$ cat src/rtl/cond_flag_unit_if.sv
// Handshake and bus signals between the ALU side, cond_flag_unit and writeback.
// The slave modport is the cond_flag_unit view; master is the driver/consumer view.
interface cond_flag_unit_if #(
    parameter int CNT_W = 16
);
    logic             in_valid;
    logic             in_ready;
    logic [3:0]       cond;
    logic [1:0]       flag_write;
    logic [3:0]       alu_flags;
    logic             reg_write_in;
    logic             mem_write_in;
    logic             pc_src_in;
    logic             out_valid;
    logic             out_ready;
    logic             cond_ex;
    logic             reg_write;
    logic             mem_write;
    logic             pc_src;
    logic [3:0]       flags;
    logic [CNT_W-1:0] squash_count;

    modport slave (
        input  in_valid, cond, flag_write, alu_flags, reg_write_in, mem_write_in, pc_src_in,
        input  out_ready,
        output in_ready, out_valid, cond_ex, reg_write, mem_write, pc_src, flags, squash_count
    );

    modport master (
        output in_valid, cond, flag_write, alu_flags, reg_write_in, mem_write_in, pc_src_in,
        output out_ready,
        input  in_ready, out_valid, cond_ex, reg_write, mem_write, pc_src, flags, squash_count
    );
endinterface

$ cat src/rtl/cond_flag_unit.sv
// Registered stage holding the NZCV register, evaluating ARM condition codes and gating writes.
// Define COND_SQUASH_CNT_EN to build the saturating squashed-instruction counter.
module cond_flag_unit #(
    parameter int CNT_W = 16
) (
    input logic            clk,
    input logic            reset,
    cond_flag_unit_if.slave bus
);
    logic       in_ready;
    logic       accept;
    logic       cond_pass;
    logic       flag_n, flag_z, flag_c, flag_v;

    logic       out_valid_q, out_valid_d;
    logic       cond_ex_q, cond_ex_d;
    logic       reg_write_q, reg_write_d;
    logic       mem_write_q, mem_write_d;
    logic       pc_src_q, pc_src_d;
    logic [3:0] flags_q, flags_d;

    assign in_ready = ~out_valid_q | bus.out_ready;
    assign accept   = bus.in_valid & in_ready;

    assign flag_n = flags_q[3];
    assign flag_z = flags_q[2];
    assign flag_c = flags_q[1];
    assign flag_v = flags_q[0];

    // Condition is judged against the register value before this instruction's own update.
    always_comb begin
        cond_pass = 1'b0;
        case (bus.cond)
            4'b0000: cond_pass = flag_z;
            4'b0001: cond_pass = ~flag_z;
            4'b0010: cond_pass = flag_c;
            4'b0011: cond_pass = ~flag_c;
            4'b0100: cond_pass = flag_n;
            4'b0101: cond_pass = ~flag_n;
            4'b0110: cond_pass = flag_v;
            4'b0111: cond_pass = ~flag_v;
            4'b1000: cond_pass = flag_c & ~flag_z;
            4'b1001: cond_pass = ~flag_c | flag_z;
            4'b1010: cond_pass = (flag_n == flag_v);
            4'b1011: cond_pass = (flag_n != flag_v);
            4'b1100: cond_pass = ~flag_z & (flag_n == flag_v);
            4'b1101: cond_pass = flag_z | (flag_n != flag_v);
            4'b1110: cond_pass = 1'b1;
            default: cond_pass = 1'b0;
        endcase
    end

    always_comb begin
        out_valid_d = out_valid_q;
        cond_ex_d   = cond_ex_q;
        reg_write_d = reg_write_q;
        mem_write_d = mem_write_q;
        pc_src_d    = pc_src_q;
        flags_d     = flags_q;
        if (accept) begin
            out_valid_d = 1'b1;
            cond_ex_d   = cond_pass;
            reg_write_d = bus.reg_write_in & cond_pass;
            mem_write_d = bus.mem_write_in & cond_pass;
            pc_src_d    = bus.pc_src_in & cond_pass;
            if (cond_pass && bus.flag_write[1]) flags_d[3:2] = bus.alu_flags[3:2];
            if (cond_pass && bus.flag_write[0]) flags_d[1:0] = bus.alu_flags[1:0];
        end else if (bus.out_ready) begin
            out_valid_d = 1'b0;
        end
    end

    always_ff @(posedge clk or posedge reset) begin
        if (reset) begin
            out_valid_q <= 1'b0;
            cond_ex_q   <= 1'b0;
            reg_write_q <= 1'b0;
            mem_write_q <= 1'b0;
            pc_src_q    <= 1'b0;
            flags_q     <= 4'b0000;
        end else begin
            out_valid_q <= out_valid_d;
            cond_ex_q   <= cond_ex_d;
            reg_write_q <= reg_write_d;
            mem_write_q <= mem_write_d;
            pc_src_q    <= pc_src_d;
            flags_q     <= flags_d;
        end
    end

`ifdef COND_SQUASH_CNT_EN
    logic [CNT_W-1:0] squash_count_q, squash_count_d;

    // Saturates at all-ones so a long run of squashes never wraps back to a small count.
    always_comb begin
        squash_count_d = squash_count_q;
        if (accept && !cond_pass && (squash_count_q != {CNT_W{1'b1}})) begin
            squash_count_d = squash_count_q + {{(CNT_W-1){1'b0}}, 1'b1};
        end
    end

    always_ff @(posedge clk or posedge reset) begin
        if (reset) begin
            squash_count_q <= {CNT_W{1'b0}};
        end else begin
            squash_count_q <= squash_count_d;
        end
    end

    assign bus.squash_count = squash_count_q;
`else
    assign bus.squash_count = {CNT_W{1'b0}};
`endif

    assign bus.in_ready  = in_ready;
    assign bus.out_valid = out_valid_q;
    assign bus.cond_ex   = cond_ex_q;
    assign bus.reg_write = reg_write_q;
    assign bus.mem_write = mem_write_q;
    assign bus.pc_src    = pc_src_q;
    assign bus.flags     = flags_q;
endmodule
$ cat src/flat_wrapper.sv
// flat-port wrapper written by rule: the top's interface ports become plain ports
module cond_flag_unit_flat 
#(
    parameter int CNT_W = 16
)
  (clk, reset, bus_in_valid, bus_cond, bus_flag_write, bus_alu_flags, bus_reg_write_in, bus_mem_write_in, bus_pc_src_in, bus_out_ready, bus_in_ready, bus_out_valid, bus_cond_ex, bus_reg_write, bus_mem_write, bus_pc_src, bus_flags, bus_squash_count);
  cond_flag_unit_if #(.CNT_W(CNT_W)) bus_i ();
  input logic clk;
  input logic reset;
  input wire logic [$bits(bus_i.in_valid)-1:0] bus_in_valid;
  input wire logic [$bits(bus_i.cond)-1:0] bus_cond;
  input wire logic [$bits(bus_i.flag_write)-1:0] bus_flag_write;
  input wire logic [$bits(bus_i.alu_flags)-1:0] bus_alu_flags;
  input wire logic [$bits(bus_i.reg_write_in)-1:0] bus_reg_write_in;
  input wire logic [$bits(bus_i.mem_write_in)-1:0] bus_mem_write_in;
  input wire logic [$bits(bus_i.pc_src_in)-1:0] bus_pc_src_in;
  input wire logic [$bits(bus_i.out_ready)-1:0] bus_out_ready;
  output wire logic [$bits(bus_i.in_ready)-1:0] bus_in_ready;
  output wire logic [$bits(bus_i.out_valid)-1:0] bus_out_valid;
  output wire logic [$bits(bus_i.cond_ex)-1:0] bus_cond_ex;
  output wire logic [$bits(bus_i.reg_write)-1:0] bus_reg_write;
  output wire logic [$bits(bus_i.mem_write)-1:0] bus_mem_write;
  output wire logic [$bits(bus_i.pc_src)-1:0] bus_pc_src;
  output wire logic [$bits(bus_i.flags)-1:0] bus_flags;
  output wire logic [$bits(bus_i.squash_count)-1:0] bus_squash_count;
  assign bus_i.in_valid = bus_in_valid;
  assign bus_i.cond = bus_cond;
  assign bus_i.flag_write = bus_flag_write;
  assign bus_i.alu_flags = bus_alu_flags;
  assign bus_i.reg_write_in = bus_reg_write_in;
  assign bus_i.mem_write_in = bus_mem_write_in;
  assign bus_i.pc_src_in = bus_pc_src_in;
  assign bus_i.out_ready = bus_out_ready;
  assign bus_in_ready = bus_i.in_ready;
  assign bus_out_valid = bus_i.out_valid;
  assign bus_cond_ex = bus_i.cond_ex;
  assign bus_reg_write = bus_i.reg_write;
  assign bus_mem_write = bus_i.mem_write;
  assign bus_pc_src = bus_i.pc_src;
  assign bus_flags = bus_i.flags;
  assign bus_squash_count = bus_i.squash_count;
  cond_flag_unit #(.CNT_W(CNT_W)) u_core (.clk(clk), .reset(reset), .bus(bus_i));
endmodule
$ cat config.mk
export PLATFORM = sky130hd
export DESIGN_NAME = cond_flag_unit_flat
export DESIGN_NICKNAME = d
export VERILOG_FILES = /design/src/rtl/cond_flag_unit_if.sv /design/src/rtl/cond_flag_unit.sv /design/src/flat_wrapper.sv
export SDC_FILE = /design/constraint.sdc
export NUM_CORES = 1
export LEC_CHECK = 0
export ABC_AREA = 1
export BUFFER_PORTS_ARGS = -buffer_cell sky130_fd_sc_hd__buf_2
export CAP_MARGIN = 20
export CORE_MARGIN = 3
export CORE_UTILIZATION = 42
export CTS_CLUSTER_SIZE = 24
export DETAILED_ROUTE_END_ITERATION = 8
export PLACE_DENSITY = 0.75
export SLEW_MARGIN = 15
export SYNTH_ARGS = -nofsm -noshare
export SYNTH_HDL_FRONTEND = slang
export SYNTH_SLANG_ARGS = --single-unit
$ cat constraint.sdc
create_clock -name clk -period 1.4 [get_ports clk]
set_input_delay 0.28 -clock clk [delete_from_list [all_inputs] [get_ports clk]]
set_output_delay 0.28 -clock clk [all_outputs]
set_load 0.01 [all_outputs]
* After elaboration in Yosys (flattened, before gate mapping)
Cells that the tools add are included.
Widths: inputs -> output; s select.
** Cells by class
- Bitwise gates (word level) :: 14
- Mux-type cells :: 3
- Reduce and logical (&&, ||, !) cells :: 6
- Eq/ne operators :: 16
** Operators with widths (number)
- $eq 4x4->1 const B :: 7
- $eq 4x3->1 const B :: 4
- $pmux 1 s15 :: 1
- $eq 4x2->1 const B :: 2
- $and 1x1->1 :: 6
- $not 1->1 :: 5
- $eq 4x1->1 const B :: 1
- $logic_not 4->1 :: 1
- $reduce_and 2->1 :: 2
- $or 1x1->1 :: 3
- $logic_and 1x1->1 :: 2
- $mux 1 :: 2
- $reduce_bool 2->1 :: 1
- $eq 1x1->1 :: 1
- $ne 1x1->1 :: 1
** Storage, ports and cells
- Bits in registers :: 9
- Output and inout bits :: 26
- Word-level logic and storage cells :: 46
- Input port bits :: 17

* Depth between registers and ports, before layout
Gate-level depths: netlist of run 1.
- Depth after elaboration :: 5
- Gate-level depth with buffers :: 12
- Gate-level depth less buffers :: 12

* Worst setup path after synthesis of run 1
OpenSTA, ideal clock, no wires.
- Kind :: reg-to-reg
- From :: register u_core.flags_q[3] (netlist: u_core.bus.flags[3])
- To :: register u_core.flags_q[0] (netlist: u_core.bus.flags[0])
- Cell stages (with the launch flop) :: 11
- Data arrival time :: 1.154 ns
- Clock period less this slack :: 1.271 ns
- Setup slack :: 0.129 ns
- Required time :: 1.283 ns
- Path buffers :: 0
- Library setup time :: 0.117 ns
- Path through :: dfrtp_1 inv_1 nand2_1 nand3_1 nand2_1 nand2_1 nand2_2 nor2_4 nand2_4 nand4_1 nand2_1
** On the way
- Word-level cells in the longest chain between the ends :: 5
- Elaborated cells between the ends (all ways) :: 8
- Classes of those cells :: 2 x eq/ne; 1 x mux; 3 x bitwise; 2 x reduce/logical
** Ends and longest elaborated chain
- start, declared :: line cond_flag_unit.sv:20 : logic [3:0] flags_q, flags_d;
- start signal, assigned :: line cond_flag_unit.sv:87 : flags_q <= flags_d;
- $ne 1x1->1 / $eq 1x1->1 (equally long branches)
- $or 1x1->1 / $and 1x1->1 (equally long branches) :: line cond_flag_unit.sv:47, cond_flag_unit.sv:46
- $pmux 1 s15 * :: line cond_flag_unit.sv:33 : case (bus.cond)
- $logic_and 1x1->1 * :: line cond_flag_unit.sv:67 : if (cond_pass && bus.flag_write[0]) flags_d[1:0] = bus.alu_flags[1:0];
- $reduce_and 2->1 (no source line) *
Every way passes the cells marked *; elsewhere a longest branch is shown, timed or not.
A chain may end at the register's enable or synchronous reset.

* Worst setup path in the final report of run 1
- From :: register u_core.flags_q[3] (netlist: u_core.bus.flags[3])
- To :: register u_core.flags_q[2] (netlist: u_core.bus.flags[2])
** On the way
- Word-level cells in the longest chain between the ends :: 5
- Elaborated cells between the ends (all ways) :: 8
- Classes of those cells :: 2 x eq/ne; 1 x mux; 3 x bitwise; 2 x reduce/logical
** Ends and longest elaborated chain
- $ne 1x1->1 / $eq 1x1->1 (equally long branches)
- $or 1x1->1 / $and 1x1->1 (equally long branches) :: line cond_flag_unit.sv:47, cond_flag_unit.sv:46
- $pmux 1 s15 * :: line cond_flag_unit.sv:33
- $logic_and 1x1->1 * :: line cond_flag_unit.sv:66 : if (cond_pass && bus.flag_write[1]) flags_d[3:2] = bus.alu_flags[3:2];
- $reduce_and 2->1 (no source line) *
Marked as above.

==> flow_summary.ini, run 1 <==
[outcome]
status = finished clean

[synthesis]
ys.flop_type = dfrtp_1
synth.distinct_cells = 20
synthTopCellsByArea = dfrtp_1, nand2_1, buf_4, nand3_1, nand4_1
ys_seq_elements = 9
async_flop_share = 1.00
syn_inst = 107
syn_area_um2 = 728
synth_area_leader_cell = dfrtp_1
yosysSeqAreaShare = 0.309
yosysTopAreaCellShare = 0.309
ys_warn_count = 0
synth_edf_count = 0
synth_area_per_cell_um2 = 6.81

[power_and_ir_drop]
leakage_nw = 0.541
ir_worst_vdd_uv = 1000
cellPowerDensity_nw_per_um2 = 1390
total_power_mw = 1.25

[drt]
avgViaCountPerCell = 4.78
drt-pass1-iter-count = 4
drcViolationCount = 0
wl_um = 1640
avgRoutedWirePerCell_um = 10.4
dr.first_iter.drc_count = 29
ant_nets = 0
dr_total_vias = 750

[grt]
gr-total-overflow = 0
grt_pass1_vias = 599
grt_max_degree = 11
grt_pass1_wl_um = 2430
antenna_found_initial = 0
grt.total_usage = 0.149

[critical_path]
required_ns = 1.54
critPathLaunch = u_core.bus.flags[3]$_DFFE_PP0P_
reg2regPathDepth = 10
crit_end = u_core.bus.flags[2]$_DFFE_PP0P_
r2r_start = u_core.bus.flags[3]$_DFFE_PP0P_
critPathArrivalTime_ns = 1.49
crit_path_start_kind = flip-flop
rr_endpoint = u_core.bus.flags[2]$_DFFE_PP0P_
slowest_stage = dfrtp_2
crit_fanout = 5
crit_path_frequent_cell = nand2_2
slowest_delay_ns = 0.43
path_class = flip-flop to flip-flop
ff2ff_setup_slack_ns = 0.05
path_cells = inv_2, nand2_2, nand3_1, nand2_2, nand2_2, nand2_2, nor2_4, nand2_2, nand4_1, nand2_1
critPathCaptureType = flip-flop

[run]
max_cap_violations = 0

[layout]
fill_cells = 150
area_growth_pct = 24.1
insertedDiodeCount = 0
drive_above_1_share = 0.390
multi_input_area_um2 = 423
nets = 159
seq_area_um2 = 226

[floorplanning]
pin_count = 43
initial_core_util = 0.462
rows = 14
fp.dieArea_um2 = 2270
die_x_um = 47.6
die_h_um = 47.6
core_um2 = 1580

[sta]
setup_viol = 0
fin_crit_ns = 1.35
rsz0062_at_grt = yes
hold_viol_final = 0
skew_ns = 0.000721
period_share = 0.963
setup_slack_ns = 0.0524
timing.fmax_ghz = 0.742
drv_slew = 0

[clock_network]
htreeDepth = 1
clkTransAtPathRegs_ns = 0.06
cts_buffers = 3
clk_path_buf_depth = 2
cts_tree = yes
cts_sinks = 9
cts_root_buf = clkbuf_4
clock_latency_ns = 0.25

[place]
hpwl_um = 1300
dp_slack_ns = 0.0152
place.port_buffers = 26
gp_congestion = 0.804

[worst_hold_path]
hold_path_class = primary input to flip-flop
hold_depth = 3
[state kept, by name (all words and copies together) (netlist names)]
signal	flops
u_core.bus.cond_ex	1
u_core.bus.flags	4
u_core.bus.mem_write	1
u_core.bus.out_valid	1
u_core.bus.pc_src	1
u_core.bus.reg_write	1
[cell families after synthesis]
| group | after synthesis | share of synthesized area |
|---|---|---|
| simple gates | 66 | 0.433 |
| buf+inv | 28 | 0.227 |
| flops | 9 | 0.309 |
| compound gates | 3 | 0.0258 |
| other cells | 1 | 0.00515 |
[synthesized netlist by cell type, types with 2 or more instances]
master,number
nand3_1,10
nor2_2,2
buf_4,16
dfrtp_1,9
inv_1,8
nor2_1,4
nand2_2,2
nand4_1,5
nand3_2,2
inv_2,3
nand2_1,37
[how the worst min path moves through the flow]
stage	start	end	slack, ns
final	bus_alu_flags[2]	u_core.bus.flags[2]$_DFFE_PP0P_	0.25
after global routing	bus_alu_flags[2]	u_core.bus.flags[2]$_DFFE_PP0P_	0.25
after CTS	bus_reg_write_in	u_core.bus.reg_write$_DFFE_PP0P_	0.25
after floorplan	reset	u_core.bus.cond_ex$_DFFE_PP0P_	0.11
after detailed placement	reset	u_core.bus.out_valid$_DFFE_PP0P_	0.26
after global placement	reset	u_core.bus.out_valid$_DFFE_PP0P_	0.25
[power by group]
group	total, mW	switching, mW	internal [mW]
registers	0.440	0.0889	0.351
clock network	0.190	0.0812	0.109
logic	0.624	0.371	0.253
[cell usage in the layout, fill, tap and decap left out, types with 2 or more instances in the layout]
cell / instances
dfrtp_1: 8
conb_1: 16
clkbuf_4: 3
nand3_2: 2
nand2_2: 10
nor2_1: 4
nand2_1: 30
buf_4: 3
nand3_1: 10
nor2_4: 2
buf_2: 26
inv_1: 6
inv_2: 5
nand4_1: 5
[routing by layer]
layer | up-vias | GRT usage | wire length, um
met2 | 29 | 0.262 | 847
met4 | 0 | 0.0538 | 10
li1 | 374 | - | -
met3 | 2 | 0.0263 | 113
met1 | 345 | 0.181 | 664
met5 | - | 0 | 0
[cell type report]
cell class                      instances  area share
Sequential cell                         9       0.251
Multi-Input combinational cell         86       0.468
Timing Repair Buffer                   30       0.180
Inverter                               12      0.0499
Tap cell                               16      0.0222
Clock buffer                            4      0.0291
[metrics by stage]
stage / area (um^2) / std cells / util / TNS [ns] / hold slack (ns)
6_report: 903 / 157 / 0.573 / 0 / 0.254
5_1_grt: 903 / 157 / 0.573 / -0.342 / 0.246
4_1_cts: 858 / 154 / 0.544 / 0 / 0.255
3_5_place_dp: 822 / 149 / 0.521 / 0 / 0.259
3_3_place_gp: 822 / 149 / 0.521 / 0 / 0.252
2_1_floorplan: 785 / 122 / - / 0 / 0.108
[repair_timing]
item / CTS / global route
setup buffers: 0 / 2
resized for setup: 0 / 11
endpoints found under the setup margin: 0 / 8
hold buffers: 1 / 0
hold endpoints to repair: 9 / 0
[worst max-delay path: cells and delay by family, from the launching register on]
kind	cells	cell delay [ns]
buf+inv	1	0.07
flops	1	0.43
simple gates	9	0.73
(Power assumes the default switching activity.)
==> inputs of run 2 (changes only) <==
- CORE_UTILIZATION: 42 -> 45
- PLACE_DENSITY: 0.75 -> 0.79
- clock period: 1.4 -> 1.6 ns (I/O delays scaled with it)
==> flow_summary.ini, run 2 (synthesis results as in run 1) <==
[clock_network]
htreeDepth = 1
clkTransAtPathRegs_ns = 0.06
ctsHoldBuffers = 0
clock_latency_ns = 0.26
post_cts_buffers = 0
cts_root_buf = clkbuf_4
cts_tree = yes
cts_sinks = 9
ctsResizeCount = 0
clk_path_buf_depth = 2
cts_buffers = 3

[power_and_ir_drop]
cellPowerDensity_nw_per_um2 = 1200
total_power_mw = 1.01
ir_worst_vdd_uv = 661
leakage_nw = 0.517

[critical_path]
critPathArrivalTime_ns = 1.51
crit_path_start_kind = flip-flop
crit_fanout = 10
critPathCaptureType = flip-flop
critPathTopFamily = simple AND/OR/NAND/NOR gates
path_class = flip-flop to flip-flop
path_depth = 12
crit_path_frequent_cell = nand2_1
r2r_start = u_core.bus.flags[0]$_DFFE_PP0P_
slowest_stage = dfrtp_1
slowest_delay_ns = 0.41
critPathLaunch = u_core.bus.flags[0]$_DFFE_PP0P_
reg2regPathDepth = 12
path_cells = inv_1, nand2_1, nand2_1, nand2_1, nand2_1, nand2_1, nand2_1, nor2_4, nand2_4, nand3_2, nand2_1, nand2_1
required_ns = 1.75
critPathBufInv = 1

[drt]
wl_met3_um = 136
dr_total_vias = 736
avgViaCountPerCell = 4.87
top_layer = met4
wl_um = 1630
avgRoutedWirePerCell_um = 10.8
wl_met2_um = 801
drcViolationCount = 0
ant_nets = 0
met1_length_um = 671
dr.first_iter.drc_count = 15
drt-pass1-iter-count = 4

[layout]
multi_input_area_um2 = 394
insertedDiodeCount = 0
area_growth_pct = 15.3
drive_above_1_share = 0.301
seq_area_um2 = 225
fill_cells = 140
largest_reg_flops = 4
utilization = 0.600
nets = 154
fin_area_um2 = 840
layout_commonest_cell = nand2_1
layout_common_cells = nand2_1, buf_2, conb_1

[sta]
fin_crit_ns = 1.36
hold_viol_final = 0
skew_ns = 0.00455
drv_slew = 0
setup_slack_ns = 0.241
period_share = 0.849
rsz0062_at_grt = no
setup_viol = 0
fin_tns_setup_ns = 0
timing.fmax_ghz = 0.736

[grt]
grt_max_degree = 11
grt_pass1_wl_um = 2570
gr-total-overflow = 0
grt.total_usage = 0.166
grt_pass1_vias = 670
antenna_found_initial = 0

[place]
placed_area_um2 = 813
gp_congestion = 0.865
dp_slack_ns = 0.222
hpwl_um = 1310
place.port_buffers = 26

[run]
max_cap_violations = 0

[floorplanning]
die_h_um = 46.2
pin_count = 43
die_x_um = 46.2
rows = 13
fp.dieArea_um2 = 2140
initial_core_util = 0.521
core_um2 = 1400

[outcome]
status = finished clean

[worst_hold_path]
hold_path_class = primary input to asynchronous set/reset pin
-- run 2: cell types whose count changed in the layout (fill, tap and decap cells not counted), sizes merged --
cell,delta
dlygate4sd3,-1
buf,-3
nand2,-1
-- run 2: worst paths after layout --
check / endpoint / slack [ns]
setup / recovery: u_core.bus.flags[3]$_DFFE_PP0P_ / 0.24
hold / removal: u_core.bus.flags[0]$_DFFE_PP0P_ / 0.007
setup reg to reg: u_core.bus.flags[3]$_DFFE_PP0P_ / 0.24
hold reg to reg: u_core.bus.mem_write$_DFFE_PP0P_ / 0.48
max in group asynchronous: u_core.bus.flags[2]$_DFFE_PP0P_ / 1.34
min in group clk: u_core.bus.pc_src$_DFFE_PP0P_ / 0.29
-- run 2: per-stage QoR --
step	hold WS (ns)	std cells
finish	0.00695	151
global route	0.0283	151
CTS	0.0270	151
detailed placement	0.310	147
global placement	0.295	147
floorplan	0.148	122
-- run 2: routing by layer --
layer,vias up,track usage
met5,-,0
met4,0,0.0795
met3,3,0.0273
met2,35,0.280
met1,335,0.200
li1,363,-
-- run 2: power by group --
part | total, mW | internal (mW) | switching (mW)
Sequential | 0.379 | 0.305 | 0.0747
Combinational | 0.454 | 0.170 | 0.285
Clock | 0.173 | 0.0959 | 0.0766
-- run 2: layout make-up --
| type | count | share of cell area |
|---|---|---|
| Clock buffer | 4 | 0.0313 |
| Inverter | 12 | 0.0537 |
| Multi-Input combinational cell | 85 | 0.469 |
| Sequential cell | 9 | 0.268 |
| Tap cell | 15 | 0.0224 |
| Timing Repair Buffer | 26 | 0.155 |
==> inputs of run 3 (changes only) <==
- CORE_UTILIZATION: 45 -> 42
- PLACE_DENSITY: 0.79 -> 0.75
- clock period: 1.6 -> 1.3 ns (I/O delays scaled with it)
==> flow_summary.ini, run 3 (synthesis results as in run 1) <==
[clock_network]
cts_sinks = 9
htreeDepth = 1
cts_buffers = 3
clock_latency_ns = 0.25
clk_path_buf_depth = 2
clkTransAtPathRegs_ns = 0.06
cts_root_buf = clkbuf_4
cts_tree = yes
post_cts_buffers = 0

[grt]
grtUsageMet3 = 0.0263
use_met1 = 0.178
grt_max_degree = 11
antenna_found_initial = 0
grt.total_usage = 0.147
gr-total-overflow = 0
top_usage_layer = met2
grt_pass1_vias = 602
grt_pass1_wl_um = 2390
grt.met2_usage = 0.262

[outcome]
status = complete, but fails checks
violations = setup timing

[critical_path]
critPathCaptureType = flip-flop
crit_path_start_kind = flip-flop
crit_fanout = 5
critPathArrivalTime_ns = 1.48
required_ns = 1.45
path_class = flip-flop to flip-flop

[layout]
layout_common_cells = nand2_1, buf_2, conb_1
area_growth_pct = 27.0
layout_commonest_cell = nand2_1
nets = 162
insertedDiodeCount = 0
largest_reg_flops = 4
drive_above_1_share = 0.382

[place]
place.port_buffers = 26
gp_congestion = 0.799
hpwl_um = 1290
dp_slack_ns = -0.0342

[sta]
setup_slack_ns = -0.0328
skew_ns = 0.00156
rsz0062_at_grt = yes
period_share = 1.03
whs_ns = 0.228
hold_viol_final = 0
setup_viol = 8
fin_crit_ns = 1.33
drv_slew = 0
timing.fmax_ghz = 0.750

[floorplanning]
fp.dieArea_um2 = 2270
die_h_um = 47.6
core_um2 = 1580
rows = 14
pin_count = 43
initial_core_util = 0.462
die_x_um = 47.6

[run]
max_cap_violations = 0

[drt]
avgRoutedWirePerCell_um = 10.2
drcViolationCount = 0
drt-pass1-iter-count = 4
wl_um = 1630
dr_total_vias = 741
dr.first_iter.drc_count = 6
ant_nets = 0
avgViaCountPerCell = 4.63

[power_and_ir_drop]
leakage_nw = 0.558
cellPowerDensity_nw_per_um2 = 1520
ir_worst_vdd_uv = 835

[worst_hold_path]
hold_path_class = primary input to flip-flop
run 3: layout make-up:
type                            instances  area (um^2)
Fill cell                             161          652
Sequential cell                         9          225
Clock buffer                            4         26.3
Inverter                               12         45.0
Timing Repair Buffer                   33          185
Multi-Input combinational cell         86          423
Tap cell                               16         20.0
run 3: worst max-delay path, cell delays in order (launching register included):
cell and delay, ns:
dfrtp_1 0.41, inv_2 0.06, nand2_2 0.08, nand2_1 0.05, nand2_1 0.05, nand2_1 0.05, nand2_1 0.08, nand2_2 0.07
nor2_4 0.13, nand2_2 0.10, nand4_1 0.08, nand2_1 0.05
run 3: metrics by stage:
step	TNS (ns)	cells	total power, mW	utilization	instance area (um^2)
after floorplan	0	122	0.864	-	785
after global placement	-0.00551	154	1.12	0.545	860
after detailed placement	-0.134	154	1.14	0.545	860
after CTS	-0.0273	160	1.39	0.579	912
after global routing	-1.06	160	1.52	0.587	925
final	-0.171	160	1.40	0.587	925
run 3: path summary, 6_finish.rpt:
kind | from | cells past startpoint | endpoint | slack (ns)
worst min-delay path | bus_pc_src_in | 3 | u_core.bus.pc_src$_DFFE_PP0P_ | 0.23
worst max-delay path | u_core.bus.flags[0]$_DFFE_PP0P_ | 11 | u_core.bus.flags[2]$_DFFE_PP0P_ | -0.03
max in group asynchronous | reset | 3 | u_core.bus.reg_write$_DFFE_PP0P_ | 0.54
worst min register to register | u_core.bus.cond_ex$_DFFE_PP0P_ | 2 | u_core.bus.cond_ex$_DFFE_PP0P_ | 0.49
worst max register to register | u_core.bus.flags[0]$_DFFE_PP0P_ | 11 | u_core.bus.flags[2]$_DFFE_PP0P_ | -0.03
min in group asynchronous | reset | 3 | u_core.bus.flags[0]$_DFFE_PP0P_ | 0.51
run 3: where the power goes:
group / internal [mW] / switching [mW]
clock: 0.118 / 0.0901
combinational: 0.317 / 0.408
sequential: 0.375 / 0.0949
total: 0.810 / 0.593
run 3: timing repair:
action,4_1_cts,5_1_grt
endpoints found under the setup margin,7,8
cloned,1,0
hold buffers,1,0
resized for setup,5,3
endpoints found under the hold margin,9,0
pin swaps,1,1
run 3: per-layer routing:
layer  up-vias  wire [um]
met5         -          0
met4         0         17
met3         3        122
met2        30        806
met1       325        679
li1        383          -
